$ cat config.mk
export PLATFORM = sky130hd
export DESIGN_NAME = hazard_stall_ctrl
export DESIGN_NICKNAME = d
export VERILOG_FILES = /design/src/rtl/hazard_stall_ctrl.sv
export SDC_FILE = /design/constraint.sdc
export NUM_CORES = 1
export LEC_CHECK = 0
export ABC_AREA = 1
export CORE_MARGIN = 2
export CORE_UTILIZATION = 35
export CTS_CLUSTER_SIZE = 25
export DETAILED_ROUTE_END_ITERATION = 8
export PLACE_DENSITY_LB_ADDON = 0.3
export SLEW_MARGIN = 5
export SYNTH_ARGS = -nofsm -noshare
export SYNTH_HDL_FRONTEND = slang
export SYNTH_SLANG_ARGS = --single-unit
$ cat constraint.sdc
create_clock -name i_clk -period 1.95 [get_ports i_clk]
set_clock_uncertainty 0.15 [all_clocks]
set_input_delay 0.4875 -clock i_clk [delete_from_list [all_inputs] [get_ports i_clk]]
set_output_delay 0.4875 -clock i_clk [all_outputs]
set_load 0.02 [all_outputs]
$ cat src/rtl/hazard_stall_ctrl.sv
// rtl/hazard_stall_ctrl.sv - registered load-use/branch/RAW stall and flush sequencer
//
// Purpose: sits beside the IF/ID register of a 5-stage pipeline. It detects
// load-use and (without forwarding) RAW hazards and taken branches. It then
// sequences multi-cycle stalls and flushes, and counts stalled cycles.
//
// Ports:
//   i_clk, i_rst            clock, synchronous active-high reset
//   i_if_id_instruction     instruction in ID (rs = [25:21], rt = [20:16])
//   i_id_ex_mem_read/_rt    load in EX and its destination
//   i_ex_mem_reg_write/_rd  EX/MEM writer and its destination
//   i_mem_wb_reg_write/_rd  MEM/WB writer and its destination
//   i_branch_taken          branch resolved taken this cycle
//   o_pc_write              1 = PC updates
//   o_if_id_write           1 = IF/ID loads
//   o_control_write         0 = bubble into ID/EX control
//   o_ex_mem_write          0 = flush EX/MEM
//   o_if_id_write_flush     0 = flush IF/ID
//   o_stall_active          stall state or hazard detect cycle
//   o_stall_count           saturating count of cycles with o_pc_write = 0
module hazard_stall_ctrl #(
    parameter int REG_W               = 5,
    parameter int LOAD_USE_STALLS     = 1,
    parameter int BRANCH_FLUSH_CYCLES = 1,
    parameter bit FWD_EN              = 1'b1,
    parameter int CNT_W               = 16
) (
    input  logic             i_clk,
    input  logic             i_rst,
    input  logic [31:0]      i_if_id_instruction,
    input  logic             i_id_ex_mem_read,
    input  logic [REG_W-1:0] i_id_ex_rt,
    input  logic             i_ex_mem_reg_write,
    input  logic [REG_W-1:0] i_ex_mem_rd,
    input  logic             i_mem_wb_reg_write,
    input  logic [REG_W-1:0] i_mem_wb_rd,
    input  logic             i_branch_taken,
    output logic             o_pc_write,
    output logic             o_if_id_write,
    output logic             o_control_write,
    output logic             o_ex_mem_write,
    output logic             o_if_id_write_flush,
    output logic             o_stall_active,
    output logic [CNT_W-1:0] o_stall_count
);

    typedef enum logic [1:0] {
        RUN   = 2'd0,
        STALL = 2'd1,
        FLUSH = 2'd2
    } state_t;

    // {pc_write, if_id_write, control_write, ex_mem_write, if_id_write_flush}
    localparam logic [4:0] PAT_NORMAL = 5'b11111;
    localparam logic [4:0] PAT_STALL  = 5'b00011;
    localparam logic [4:0] PAT_FLUSH  = 5'b11100;

    // The detect/abort cycle is one of the N cycles, so the counter holds N-1.
    localparam logic [3:0] LU_RELOAD = 4'(LOAD_USE_STALLS - 1);
    localparam logic [3:0] BR_RELOAD = 4'(BRANCH_FLUSH_CYCLES - 1);

    state_t           r_state;
    logic [3:0]       r_cnt;
    logic [CNT_W-1:0] r_stall_count;

    logic [REG_W-1:0] w_rs;
    logic [REG_W-1:0] w_rt;
    logic             w_lu;
    logic             w_raw;
    logic             w_raw_ex;
    logic             w_raw_wb;
    logic [4:0]       w_ctrl;
    logic             w_active;
    logic             w_unused;

    assign w_rs = REG_W'(i_if_id_instruction[25:21]);
    assign w_rt = REG_W'(i_if_id_instruction[20:16]);
    assign w_unused = &{1'b0, i_if_id_instruction[31:26], i_if_id_instruction[15:0]};

    // Register 0 is hard-wired, so a match on it is never a hazard.
    assign w_lu = i_id_ex_mem_read && (i_id_ex_rt != '0)
                  && ((i_id_ex_rt == w_rs) || (i_id_ex_rt == w_rt));

    assign w_raw_ex = i_ex_mem_reg_write && (i_ex_mem_rd != '0)
                      && ((i_ex_mem_rd == w_rs) || (i_ex_mem_rd == w_rt));
    assign w_raw_wb = i_mem_wb_reg_write && (i_mem_wb_rd != '0)
                      && ((i_mem_wb_rd == w_rs) || (i_mem_wb_rd == w_rt));
    assign w_raw    = !FWD_EN && (w_raw_ex || w_raw_wb);

    // Outputs are combinational so the stall/flush takes effect in the
    // same cycle the hazard or branch is seen.
    always_comb begin
        w_ctrl   = PAT_NORMAL;
        w_active = 1'b0;
        if (!i_rst) begin
            case (r_state)
                RUN: begin
                    if (w_lu) begin
                        w_ctrl   = PAT_STALL;
                        w_active = 1'b1;
                    end else if (i_branch_taken) begin
                        w_ctrl = PAT_FLUSH;
                    end else if (w_raw) begin
                        w_ctrl   = PAT_STALL;
                        w_active = 1'b1;
                    end
                end
                STALL: begin
                    w_active = 1'b1;
                    w_ctrl   = i_branch_taken ? PAT_FLUSH : PAT_STALL;
                end
                FLUSH: begin
                    w_ctrl = PAT_FLUSH;
                end
                default: begin
                    w_ctrl = PAT_NORMAL;
                end
            endcase
        end
    end

    always_ff @(posedge i_clk) begin
        if (i_rst) begin
            r_state       <= RUN;
            r_cnt         <= 4'd0;
            r_stall_count <= '0;
        end else begin
            if (!w_ctrl[4] && (r_stall_count != '1)) begin
                r_stall_count <= r_stall_count + 1'b1;
            end

            case (r_state)
                RUN: begin
                    if (w_lu) begin
                        if (LOAD_USE_STALLS > 1) begin
                            r_state <= STALL;
                            r_cnt   <= LU_RELOAD;
                        end
                    end else if (i_branch_taken) begin
                        if (BRANCH_FLUSH_CYCLES > 1) begin
                            r_state <= FLUSH;
                            r_cnt   <= BR_RELOAD;
                        end
                    end
                end
                STALL, FLUSH: begin
                    // A taken branch aborts a stall and restarts a flush.
                    if (i_branch_taken) begin
                        if (BRANCH_FLUSH_CYCLES > 1) begin
                            r_state <= FLUSH;
                            r_cnt   <= BR_RELOAD;
                        end else begin
                            r_state <= RUN;
                            r_cnt   <= 4'd0;
                        end
                    end else if (r_cnt <= 4'd1) begin
                        r_state <= RUN;
                        r_cnt   <= 4'd0;
                    end else begin
                        r_cnt <= r_cnt - 4'd1;
                    end
                end
                default: begin
                    r_state <= RUN;
                    r_cnt   <= 4'd0;
                end
            endcase
        end
    end

    assign o_pc_write          = w_ctrl[4];
    assign o_if_id_write       = w_ctrl[3];
    assign o_control_write     = w_ctrl[2];
    assign o_ex_mem_write      = w_ctrl[1];
    assign o_if_id_write_flush = w_ctrl[0];
    assign o_stall_active      = w_active;
    assign o_stall_count       = r_stall_count;

endmodule

### Word level (Yosys, flattened, before mapping)

Index checks and enable logic that the tools add are counted.

| word-level totals | value |
|---|---|
| bits in registers | 22 |
| bits of input ports | 53 |

| cells by class | value |
|---|---|
| add/sub/neg operators | 2 |
| magnitude comparators | 1 |
| eq/ne operators | 6 |
| mux-type cells | 14 |
| bitwise gates (word level) | 1 |
| reduce and logical (&&, ||, !) cells | 9 |

Operators by type and width:

| kind | number |
|---|---|
| $add 16x1->16 const B | 1 |
| $ne 16x16->1 const B | 1 |
| $mux 5 | 3 |
| $pmux 5 s3 | 1 |
| $eq 5x5->1 | 2 |
| $mux 4 | 2 |
| $pmux 4 s2 | 1 |
| $mux 2 | 3 |
| $reduce_bool 5->1 | 1 |
| $le 4x1->1 const B | 1 |
| $pmux 2 s2 | 1 |
| $sub 4x1->4 const B | 1 |
| $logic_and 1x1->1 | 3 |
| $ne 3x3->1 const B | 1 |
| $eq 2x1->1 const B | 1 |
| $eq 2x2->1 const B | 1 |
| $logic_not 2->1 | 1 |
| $mux 1 | 2 |
| $pmux 1 s2 | 1 |
| $reduce_and 2->1 | 1 |
| $reduce_or 2->1 | 1 |
| $logic_not 1->1 | 1 |
| $logic_or 1x1->1 | 1 |
| $not 1->1 | 1 |

### Longest topological paths before layout

Gate-level depths: netlist of the first run.

| depth | value |
|---|---|
| depth in word-level cells | 8 |
| mapped depth | 12 |
| gate-level depth less buffers | 12 |

### Least setup slack after synthesis of the first run

OpenSTA, ideal clock, no wires.

| timing path | value |
|---|---|
| path kind | in2out |
| from | input i_id_ex_rt[1] |
| to | output o_if_id_write |
| arrival | 1.426 ns |
| required time | 1.312 ns |
| path slack | -0.114 ns |
| stages on the path | 8 |
| path through | inv_1 > nand2_1 > nand2_1 > nor2_1 > nand3_1 > nand2_2 > nand3_1 > buf_4 |

| between the ends | value |
|---|---|
| cells in the longest elaborated chain, start to end | 6 |
| elaborated cells on any way between the ends | 9 |
| classes of those cells | eq/ne: 2; mux: 3; reduce/logical: 4 |

RTL lines:

| element | line | text |
|---|---|---|
| start: declaration | 32 | `input logic [REG_W-1:0] i_id_ex_rt,` |
| $eq 5x5->1 / $reduce_bool 5->1 (equally long branches) | 82, 81 |  |
| $logic_or 1x1->1 / $logic_and 1x1->1 (equally long branches) | 82, 81 |  |
| $logic_and 1x1->1 * | 82 | `&& ((i_id_ex_rt == w_rs) \|\| (i_id_ex_rt == w_rt));` |
| $mux 5 * | 98 | `if (w_lu) begin` |
| $pmux 5 s3 * | 96 | `case (r_state)` |
| $mux 5 * | 95 | `if (!i_rst) begin` |
| end: declaration | 39 | `output logic o_if_id_write,` |

Every way passes the cells marked *; elsewhere a longest branch is shown, timed or not.

### Worst setup path after layout of the first run

| timing path | value |
|---|---|
| from | input i_if_id_instruction[16] |
| to | output o_ex_mem_write |

| between the ends | value |
|---|---|
| cells in the longest elaborated chain, start to end | 6 |

RTL lines:

| element | line | text |
|---|---|---|
| start: declaration | 30 | `input logic [31:0] i_if_id_instruction,` |
| $eq 5x5->1 | 82 |  |
| $logic_or 1x1->1 | 82 |  |
| $logic_and 1x1->1 | 82 |  |
| $mux 5 | 98 |  |
| $pmux 5 s3 | 96 |  |
| $mux 5 | 95 |  |
| end: declaration | 41 | `output logic o_ex_mem_write,` |

No other way between the ends.

==> results of run 1 <==
-- cell families (layout without fill, tap and decap cells) --
family | after synthesis | in the layout | share of synthesized area, %
compound gates | 6 | 6 | 2.303
xor+xnor | 8 | 8 | 5.374
flops | 16 | 16 | 24.57
simple gates | 154 | 154 | 52.78
fa+ha+maj | 1 | 1 | 0.9595
buf+inv | 42 | 95 | 14.01
-- repair_timing --
item,CTS,global route
setup endpoints to repair,23,12
pin swaps,23,21
setup buffers,4,0
resized for setup,106,28
-- per-layer routing --
layer | up-vias | GRT usage [%]
met5 | - | 0
met4 | 0 | 7.813
met3 | 5 | 3.125
met2 | 25 | 24.48
met1 | 600 | 20.11
li1 | 787 | -
-- power by group through the flow --
stage	clock, mW	combinational, mW	sequential [mW]
finish	0.310	0.166	0.339
global route	0.325	0.182	0.340
CTS	0.318	0.152	0.340
detailed placement	0	0.154	0.347
global placement	0	0.154	0.347
floorplan	0	0.0699	0.353
-- worst max-delay path, delay by kind of cell --
family,cells,cell delay (ns)
buf+inv,2,0.22
simple gates,7,0.59
-- stage by stage --
| step | cell area, µm² | power, mW | utilization [%] | setup TNS (ns) |
|---|---|---|---|---|
| 2_1_floorplan | 1314 | 0.4228 | - | 0 |
| 3_3_place_gp | 1807 | 0.5006 | 49.72 | -9.704 |
| 3_5_place_dp | 1807 | 0.5015 | 49.72 | -9.487 |
| 4_1_cts | 1834 | 0.8093 | 50.48 | -0.01764 |
| 5_1_grt | 1917 | 0.8471 | 52.75 | -0.2186 |
| 6_report | 1917 | 0.8151 | 52.75 | 0 |
-- cells in the final DEF (no fill, tap or decap), types with 3 or more instances in the layout --
master           synthesis  layout
dfxtp_1                 16      16
nor2_2                   1       3
buf_6                    0      12
nand3_2                  2       3
dlygate4sd2_1            0       8
o21ai_0                  5       4
nand3_1                 17      15
clkdlybuf4s50_1          0       5
nor2_1                  51      49
buf_4                    3      15
buf_2                    1       5
xor2_1                   6       6
inv_1                   33      26
dlymetal6s2s_1           0       6
clkbuf_8                 0       4
nand2_2                  5      10
inv_2                    3       9
nand2_1                 68      63
-- cell type report --
cell class	instances	share of cell area, %
Inverter	37	7.441
Sequential cell	16	16.71
Timing Repair Buffer	54	26.24
Multi-Input combinational cell	169	43.60
Tap cell	48	3.133
Clock buffer	4	2.872
-- worst paths after layout --
| check | start | end |
|---|---|---|
| max | i_if_id_instruction[16] | o_ex_mem_write |
| min | o_stall_count[4] | o_stall_count[4] |
| max reg2reg | o_stall_count[0] | o_stall_count[8] |
| min reg2reg | o_stall_count[4] | o_stall_count[4] |
==> reports/qor.csv, run 1 <==
metric,value,unit
syn-mean-instance-area,5.743,µm²
drt-total-wl,3.129,mm
cts_tree,done,
rsz0062_at_grt,yes,
drive_above_1_share,26.07,%
cp-end-kind,primary output,
coreArea,3633,µm²
start_util,35.88,%
ant_nets,0,
multi_input_area,835.8,µm²
routed-wl-met2,1.358,mm
overflow,0,
cts_inserted_buffers,3,
ys_types,26,
drc,0,
ys_seq_area_share,24.57,%
gp_congestion,0.8401,
design.die.area,4229,µm²
seqPwrFrac,41.6,%
topRoutingLayerUsed,met4,
hold_path_class,flop to flop,
worstSetupPathType,input pin to primary output,
clock_sinks,16,
dpl.hpwl,2.428,mm
slowest_stage,nand2_2,
p_per_area,425.3,nW/µm²
grt_pass1_vias,1195,
grt_pass1_wl,5.133,mm
grt_start_max_net_pins,12,
p_sw,0.2189,mW
whs,0.3935,ns
critical_path_required,1.31,ns
crit_chain,"buf_6, nor2_2, nor2_1, nor2_1, nand3_1, nand2_2, nand2_2, nand3_2, buf_6",
die_x,65.03,µm
min_period,1.928,ns
yosys.area.top_type_share,24.57,%
synth_edf_count,0,
synthFlopType,dfxtp_1,
syn2layout_area_growth,47.03,%
port_buffers,40,
async_flop_share,0,%
ys_top_cells_by_count,"nand2_1, nor2_1, inv_1, nand3_1, dfxtp_1",
wl_per_cell,9.540,µm
netlist_area,1304,µm²
first_pass_iters,4,
rrSetupSlack,0.20,ns
synth_warnings,0,
outcome,"complete, no violations",
syn-num-nets,281,
netSwitchingFraction,26.85,%
maxCapViolations,0,
clk_pin_slew,0.07,ns
viasPerCell,4.320,
setup_slack,0.02173,ns
post-place-cells,320,
slew-limit-headroom,82.73,%
cellLeakagePower,1.092,nW
die_y,65.03,µm
final_nets,335,
yosys-top-cells-area,"dfxtp_1, nand2_1, nor2_1, inv_1, nand3_1",
fillers,376,
r2r_cells,10,
clk_latency,0.26,ns
track_usage,15.55,%
cp_max_fo,3,
place_worst_setup_slack,-0.9169,ns
slew_viol_final,0,
largest_reg_flops,16,
ir_drop,220.5,µV
yosysTopAreaCell,dfxtp_1,
wl_met3,160,µm
clockBufferDepth,2,
intPower,0.5963,mW
antenna_found_initial,0,
crit_path_start_kind,input pin,
final-hold-violation-count,0,
fin_cells,328,
ys_seq_elements,16,
vias,1417,
drt-initial-drc-count,59,
diodes,0,
worst_slew_pin_slew,0.2571,ns
met1Wirelength,1.543,mm
cp_slowest_stage_delay,0.12,ns
synthCells,227,
fmax,518.6,MHz
period_share,98.89,%
clkPwrFrac,38.0,%
cts_hold_buf,0,
worstHoldPathCells,2,
setup_viol,0,
register_area,320.3,µm²
p_comb_share,20.3,%
rows,22,
crit_arrival,1.29,ns
yosysMostFrequentCell,nand2_1,
htreeDepth,1,
pin_count,75,
cts_root_buf,clkbuf_8,
(Power assumes the default switching activity.)
==> inputs of run 2 (changes only) <==
Settings changed: SKIP_CTS_REPAIR_TIMING set to 1.
==> run 2 against run 1 <==
The run now ends with negative setup slack left. Clock power about the same. Combinational power about the same. Flip-flop and latch count unchanged. Sequential power about the same. Count of clock-buffer cells in the layout unchanged. Final area up 2.2%. Worst setup slack worse by 0.051 ns. Sequential share of layout area down 0.35 points. Routed wire length up 1.6%. Non-clock buffer count down 1. Critical path type unchanged.
==> reports/qor.csv, run 2 (synthesized netlist as in run 1, its figures left out) <==
metric,value,unit
ant_nets,0,
timing.rr.end,o_stall_count[8],
min_period,1.979,ns
path_common_cell,nor2_1,
r2r_cells,10,
critical_path_required,1.31,ns
dpl_cell_area,1807,µm²
whs_endpoint,o_stall_count[4],
stdcell_area,1958,µm²
met3_usage,3.125,%
start_util,35.88,%
cp_top_family,simple AND/OR/NAND/NOR gates,
worstHoldPathCells,2,
die_y,65.03,µm
die_x,65.03,µm
rsz0062_at_grt,yes,
mostFrequentLayoutCells,"nand2_1, nor2_1, inv_1",
final_nets,334,
clockBufferDepth,2,
worstSetupPathType,input pin to primary output,
violations,negative setup slack,
period_share,101.5,%
largest_reg_flops,16,
viasPerCell,4.330,
setup_viol,6,
layout.cells.most_common,nand2_1,
fmax,505.2,MHz
grt_use_met1,19.26,%
utilization,53.89,%
cp_slowest_stage_delay,0.12,ns
hold_path_class,flop to flop,
fillers,372,
rows,22,
first_pass_iters,4,
grt_start_max_net_pins,12,
drive_above_1_share,24.73,%
clk_latency,0.26,ns
hp-start,o_stall_count[4],
overflow,0,
maxCapViolations,0,
ir_drop,219.0,µV
cp.depth,9,
design.die.area,4229,µm²
rrSetupSlack,0.21,ns
syn2layout_area_growth,50.19,%
track_usage,15.15,%
worst_slew_pin_slew,0.2572,ns
grt_pass1_wl,4.968,mm
reg2reg_from,o_stall_count[0],
final-hold-violation-count,0,
grt_use_met2,24.10,%
coreArea,3633,µm²
slew_viol_final,0,
clk_pin_slew,0.07,ns
cp_max_fo,5,
grt_pass1_vias,1170,
drt-total-wl,3.180,mm
htreeDepth,1,
slew-limit-headroom,82.72,%
pin_count,75,
port_buffers,40,
cp-end-kind,primary output,
dpl.hpwl,2.428,mm
drc,0,
outcome,"complete, but fails checks",
cts_inserted_buffers,3,
gp_congestion,0.8401,
diodes,0,
crit_arrival,1.34,ns
wl_per_cell,9.725,µm
crit_buf_inv,3,
setup_slack,-0.02942,ns
antenna_found_initial,0,
cts_root_buf,clkbuf_8,
busiest_layer,met2,
slowest_stage,nand2_2,
drt-initial-drc-count,57,
crit_path_start_kind,input pin,
clock_sinks,16,
cts_tree,done,
p_per_area,416.3,nW/µm²
crit_chain,"buf_8, nor2_2, nor2_1, nor2_1, nand3_1, nand2_2, nand3_4, inv_2, buf_6",
cellLeakagePower,1.217,nW
vias,1416,
run 2: cell count changes in the layout (fill, tap and decap cells not counted), sizes merged:
cell           before  now
buf                34   26
clkbuf              5    8
clkdlybuf4s50       5    6
dlygate4sd2         8    0
dlymetal6s2s        6   17
run 2: per-layer routing:
layer,part of all wire [%],vias to the layer above
li1,-,785
met1,49,599
met2,44,27
met3,4.6,5
met4,2.1,0
met5,0,-
run 2: how the worst max path moves through the flow:
stage | end | slack [ns] | startpoint
after global routing | o_stall_active | -0.1 | i_id_ex_rt[3]
after CTS | o_stall_active | -0.93 | i_id_ex_rt[1]
after floorplan | o_if_id_write_flush | 0.0007 | i_id_ex_rt[1]
final | o_stall_active | -0.03 | i_id_ex_rt[0]
after detailed placement | o_stall_active | -0.92 | i_id_ex_rt[3]
after global placement | o_stall_active | -0.91 | i_id_ex_rt[1]
run 2: power breakdown:
group,internal (mW),switching (mW),total [mW]
Combinational,0.0843,0.0825,0.167
Clock,0.180,0.129,0.309
Sequential,0.332,0.00712,0.339
run 2: worst reg2reg max path, cell delays in order (launching register included):
cell and delay (ns):
dfxtp_1 0.39, ha_1 0.23, nand3_2 0.14, nor2_4 0.16
nand4_1 0.14, nor2_4 0.16, nor2_1 0.08, nand2_1 0.06
nand2_1 0.04, nand2_1 0.05, nor2_1 0.03
run 2: area by class of cell:
type,count,area (µm²),area share [%]
multi-input cells,169,843.3,43.07
repair buffers,53,536.8,27.41
flip-flops and latches,16,320.3,16.36
inverters,37,142.6,7.284
well taps,48,60.06,3.067
clock buffers,4,55.05,2.811
run 2: through the flow:
| stage | setup slack (ns) | hold WS (ns) | power [mW] | TNS, ns | std cells |
|---|---|---|---|---|---|
| after CTS | -0.9260 | 0.3992 | 0.8131 | -5.610 | 324 |
| after detailed placement | -0.9169 | 0.3793 | 0.5015 | -9.487 | 320 |
| final | -0.02942 | 0.3933 | 0.8153 | -0.09370 | 327 |
| after floorplan | 0.0006692 | 0.4090 | 0.4228 | 0 | 227 |
| after global placement | -0.9100 | 0.3832 | 0.5006 | -9.704 | 320 |
| after global routing | -0.09571 | 0.4273 | 0.8477 | -0.4199 | 327 |
==> inputs of run 3 (changes only) <==
Settings changed: CAP_MARGIN set to 20, CTS_CLUSTER_SIZE 25 to unset, SKIP_CTS_REPAIR_TIMING 1 to unset.
==> results of run 3 <==
Same layout as run 1: the final DEF is identical, and so are final timing and power.
